--- src/rtl/xbus_arbiter.sv ---
// xbus_arbiter: two-requester arbiter/sequencer for the decoded data bus.
// Define XBUS_ARB_RR_EN for round-robin tie-breaking; otherwise requester 0 has fixed priority.
module xbus_arbiter #(
   parameter int ADDR_W  = 32,
   parameter int DATA_W  = 32,
   parameter int ACC_LAT = 1
) (
   input  logic              clk,
   input  logic              rst_n,
   input  logic              req0,
   input  logic              we0,
   input  logic [ADDR_W-1:0] addr0,
   input  logic [DATA_W-1:0] wdata0,
   output logic              ack0,
   output logic              err0,
   output logic [DATA_W-1:0] rdata0,
   input  logic              req1,
   input  logic              we1,
   input  logic [ADDR_W-1:0] addr1,
   input  logic [DATA_W-1:0] wdata1,
   output logic              ack1,
   output logic              err1,
   output logic [DATA_W-1:0] rdata1,
   output logic              bus_sel,
   output logic              bus_we,
   output logic [ADDR_W-1:0] bus_addr,
   output logic [DATA_W-1:0] bus_wdata,
   input  logic [DATA_W-1:0] bus_data_to_rd,
   input  logic              bus_trap_sel,
   output logic              busy
);
   if (ACC_LAT < 1 || ACC_LAT > 15) begin : g_bad_lat
      $error("xbus_arbiter: ACC_LAT must be 1..15");
   end

   typedef enum logic [1:0] {IDLE, ACCESS, DONE} state_t;

   state_t     state;
   logic       gnt;
   logic [3:0] cnt;
   logic       pick;

`ifdef XBUS_ARB_RR_EN
   logic last_grant;
   // tie goes to whoever was not served last; a lone request always wins
   always_comb pick = (req0 && req1) ? ~last_grant : ~req0;
   // remember the most recent grantee, starting as 1 so requester 0 wins the first tie
   always_ff @(posedge clk)
      if (!rst_n) last_grant <= 1'b1;
      else if (state == IDLE && (req0 || req1)) last_grant <= pick;
`else
   // fixed priority: requester 1 only when requester 0 is idle
   always_comb pick = ~req0;
`endif

   // sequencer: grant and latch in IDLE, hold select for ACC_LAT cycles, then ack
   always_ff @(posedge clk) begin
      if (!rst_n) begin
         state     <= IDLE;
         gnt       <= 1'b0;
         cnt       <= 4'd0;
         ack0      <= 1'b0;
         ack1      <= 1'b0;
         err0      <= 1'b0;
         err1      <= 1'b0;
         rdata0    <= '0;
         rdata1    <= '0;
         bus_sel   <= 1'b0;
         bus_we    <= 1'b0;
         bus_addr  <= '0;
         bus_wdata <= '0;
         busy      <= 1'b0;
      end else begin
         case (state)
            IDLE: if (req0 || req1) begin
               gnt       <= pick;
               bus_addr  <= pick ? addr1 : addr0;
               bus_we    <= pick ? we1 : we0;
               bus_wdata <= pick ? wdata1 : wdata0;
               cnt       <= 4'(ACC_LAT - 1);
               bus_sel   <= 1'b1;
               busy      <= 1'b1;
               state     <= ACCESS;
            end
            ACCESS: begin
               bus_we <= 1'b0;
               if (cnt == 4'd0) begin
                  bus_sel <= 1'b0;
                  state   <= DONE;
                  if (gnt) begin
                     rdata1 <= bus_data_to_rd;
                     err1   <= bus_trap_sel;
                     ack1   <= 1'b1;
                  end else begin
                     rdata0 <= bus_data_to_rd;
                     err0   <= bus_trap_sel;
                     ack0   <= 1'b1;
                  end
               end else cnt <= cnt - 4'd1;
            end
            DONE: begin
               ack0  <= 1'b0;
               ack1  <= 1'b0;
               err0  <= 1'b0;
               err1  <= 1'b0;
               busy  <= 1'b0;
               state <= IDLE;
            end
            default: state <= IDLE;
         endcase
      end
   end
endmodule

--- config.mk ---
export PLATFORM = sky130hd
export DESIGN_NAME = xbus_arbiter
export DESIGN_NICKNAME = d
export VERILOG_FILES = /design/src/rtl/xbus_arbiter.sv
export SDC_FILE = /design/constraint.sdc
export NUM_CORES = 1
export LEC_CHECK = 0
export ABC_AREA = 1
export CORE_ASPECT_RATIO = 0.6
export CORE_MARGIN = 8
export CORE_UTILIZATION = 43
export CTS_CLUSTER_DIAMETER = 150
export DETAILED_ROUTE_END_ITERATION = 6
export DONT_BUFFER_PORTS = 1
export GPL_ROUTABILITY_DRIVEN = 0
export GPL_TIMING_DRIVEN = 0
export PLACE_DENSITY_LB_ADDON = 0.2
export SETUP_SLACK_MARGIN = 0.5
export SYNTH_ARGS = -nofsm -noshare
export SYNTH_HDL_FRONTEND = slang
export SYNTH_SLANG_ARGS = --single-unit
--- constraint.sdc ---
create_clock -name clk -period 2.7 [get_ports clk]
set_input_delay 0.405 -clock clk [delete_from_list [all_inputs] [get_ports clk]]
set_output_delay 0.405 -clock clk [all_outputs]
set_load 0.05 [all_outputs]
==> flow_summary_export.csv <==
group,metric,value,unit
outcome,status,"finished clean",
placed_design,place_ws,1059,ps
worst_setup_path,crit_path_end,"rdata0[10]$_SDFFE_PN0P_",
worst_setup_path,crit_path_max_incr_delay,320,ps
run,max_cap_violations,0,
sta,timing.fmax,605.0,MHz
worst_setup_path,crit_path_frequent_cell,"nand2_1",
power,p_seq_frac,0.540,
sta,whs,194.4,ps
die,rows,32,
clock_tree,insertion_delay,410,ps
logic_synthesis,synth_seq_area_share,0.4960,
logic_synthesis,ys_seq_elements,142,
worst_setup_path,timing.rr.end,"rdata0[10]$_SDFFE_PN0P_",
clock_tree,clock-sinks,142,
sta,slew_violations,0,
logic_synthesis,synthMuxAreaShare,0.1135,
worst_setup_path,critPathSlowestCell,"dfxtp_1",
worst_setup_path,crit_arrival,1960,ps
power,p_comb_frac,0.131,
finish,drive_above_1_share,0.09436,
worst_setup_path,critical_path.cell_chain,"inv_1, ha_1, nand2_1, nor3_2, buf_2, buf_4, nand2_1, nand2_1, nor2_1",
detailed_routing,drt-total-wl,17160,um
clock_tree,postCtsSetupBuffers,0,
placed_design,place_hpwl,13810,um
clock_tree,holdBufCountCts,0,
hold_path,hold_class,"primary input to flop",
logic_synthesis,synth_nets,901,
power,vdd_drop_max,385.1,uV
global_route,grt_pass1_vias,4859,
sta,final-hold-violation-count,0,
logic_synthesis,ys_warn_count,0,
power,net-switching-power,2.818,mW
logic_synthesis,synth_top_family_by_area,"simple AND/OR/NAND/NOR gates",
logic_synthesis,avgSynthCellArea,7.830,um^2
detailed_routing,wl_per_cell,18.39,um
sta,slew_headroom,0.5862,
detailed_routing,ant_nets,0,
logic_synthesis,mappedNetlistArea,0.005732,mm^2
detailed_routing,drtIter0Drc,207,
detailed_routing,post_drt_via_cell_ratio,5.032,
sta,finalWorstSetupSlack,1047,ps
logic_synthesis,synth_xor_area_frac,0,
hold_path,worstHoldStart,"addr1[10]",
power,switching_share,0.4037,
power,power.density,1070,mW/mm^2
sta,min_period_over_period,0.6122,
logic_synthesis,synth_fa_ha_area_frac,0.004366,
die,chipHeight,105.4,um
clock_tree,tritoncts,"yes",
sta,setup_violations,0,
power,pwr-share-clk,0.329,
finish,final_cell_mix,"209 x nand2_1, 142 x dfxtp_1, 141 x nor2_1",
clock_tree,cts_buffers,17,
clock_tree,htree_levels,4,
worst_setup_path,reg2reg_from,"cnt[0]$_SDFFE_PN0P_",
worst_setup_path,r2r_cells,9,
clock_tree,cts_resized,0,
die,start_util,0.4432,
hold_path,min_path_cells,2,
detailed_routing,drtPass1Iterations,4,
detailed_routing,route.detailed.drc,0,
global_route,overflow,0,
global_route,grt_max_degree,17,
logic_synthesis,synth-compound-area-share,0.06985,
worst_setup_path,required,3010,ps
logic_synthesis,synthSimpleGateAreaFrac,0.2408,
logic_synthesis,synth_cell_types,25,
worst_setup_path,startpoint_type,"flop",
finish,antennaDiodeCount,0,
worst_setup_path,cp_max_fo,10,
detailed_routing,vias,4695,
finish,final_common_cell,"nand2_1",
worst_setup_path,path_class,"flop to flop",
clock_tree,clock_path_buffers,2,
worst_setup_path,cp-startpoint,"cnt[0]$_SDFFE_PN0P_",
global_route,antenna_found_initial,0,
finish,syn_to_final_growth,13.84,%
power,leakagePower,2.901,nW
die,core-area,0.01293,mm^2
worst_setup_path,cp-end-kind,"flop",
finish,filler_cell_count,1223,
power,total_power,6.981,mW
sta,fin_setup_tns,0,ps
die,die_w,165.1,um
finish,nets,920,
sta,worst-slew-pin-transition,619.9,ps
power,internal_power,4.163,mW
die,pin_count,302,
die,dieArea,0.01740,mm^2
sta,clock_skew,11.43,ps
global_route,grt_first_pass_wirelength,26030,um
sta,rsz0062_at_grt,"false",
clock_tree,cts.clk_slew.worst_paths,60,ps
logic_synthesis,synthCells,732,
worst_setup_path,r2r_slack,1050,ps
clock_tree,clock-root-buffer,"clkbuf_16",
sta,fin_crit,1653,ps
placed_design,numPortBuffers,0,
global_route,grtUsageTotal,0.1894,
per-layer routing:
| metal | part of all wire | wire length, um | global-route usage | vias to the layer above |
|---|---|---|---|---|
| met3 | 0.12 | 1975 | 0.08275 | 19 |
| met2 | 0.47 | 8082 | 0.3192 | 184 |
| met4 | 0.012 | 212 | 0.06466 | 0 |
| met1 | 0.40 | 6891 | 0.2103 | 2155 |
| li1 | - | - | - | 2337 |
| met5 | 0 | 0 | 0 | - |
synthesized netlist by cell type, drive strengths merged:
library cell,count,area [um^2]
nand2,210,790.8
dfxtp,142,2843
nor2,141,529.3
o21ai,71,359.1
mux2i,65,650.6
buf,41,267.8
inv,41,153.9
a21oi,4,20.02
nor3,4,30.03
clkbuf,3,11.26
nand3,3,15.01
ha,2,25.02
a22oi,1,7.510
nand4,1,6.260
o21a,1,7.510
o22ai,1,6.260
or2,1,8.760
critical path, delay by kind of cell, from the launching register on:
kind | cells | cell delay, ps
buf+inv | 3 | 600
fa+ha+maj | 1 | 150
simple gates | 5 | 480
flops | 1 | 320
layout make-up:
class | count | area [um^2] | share of cell area
inverters | 41 | 153.9 | 0.02359
clock buffers | 19 | 442.9 | 0.06788
clock inverters | 12 | 137.6 | 0.02109
well taps | 170 | 212.7 | 0.03260
flip-flops and latches | 142 | 2843 | 0.4357
multi-input cells | 505 | 2456 | 0.3764
plain buffers | 44 | 279.0 | 0.04276
kinds of logic after synthesis:
group | Yosys count
and+or+nand+nor | 360
buffers and inverters | 85
adders and majority gates | 2
AOI/OAI and AO/OA | 78
muxes | 65
DFF | 142
worst min-delay path by stage:
| stage | endpoint | slack [ps] |
|---|---|---|
| 6_report | bus_addr[10]$_SDFFE_PN0P_ | 190 |
| 3_5_place_dp | cnt[1]$_SDFFE_PN0P_ | 470 |
| 4_1_cts | bus_addr[10]$_SDFFE_PN0P_ | 180 |
| 3_3_place_gp | cnt[1]$_SDFFE_PN0P_ | 470 |
| 2_1_floorplan | cnt[1]$_SDFFE_PN0P_ | 450 |
| 5_1_grt | bus_addr[11]$_SDFFE_PN0P_ | 190 |
power by group through the flow:
stage                     logic [mW]  registers, mW  clock network (mW)
after global routing            1.06           3.81                2.43
after global placement         0.871           3.82                   0
final                          0.912           3.77                2.30
after CTS                      0.914           3.78                2.36
after floorplan                0.728           3.70                   0
after detailed placement       0.912           3.82                   0
per-stage QoR:
step	area, um^2	utilization	std cells
CTS	6525	0.5045	933
global route	6525	0.5045	933
global placement	5944	0.4597	902
finish	6525	0.5045	933
detailed placement	5944	0.4597	902
floorplan	5732	-	732
state kept, by name, summed over array words and instances (netlist names):
signal / count
rdata0: 32
busy: 1
bus_sel: 1
err0: 1
cnt: 4
rdata1: 32
bus_addr: 32
err1: 1
state: 2
ack0: 1
gnt: 1
bus_we: 1
ack1: 1
bus_wdata: 32
No activity file was read; power rests on OpenSTA's default activity.
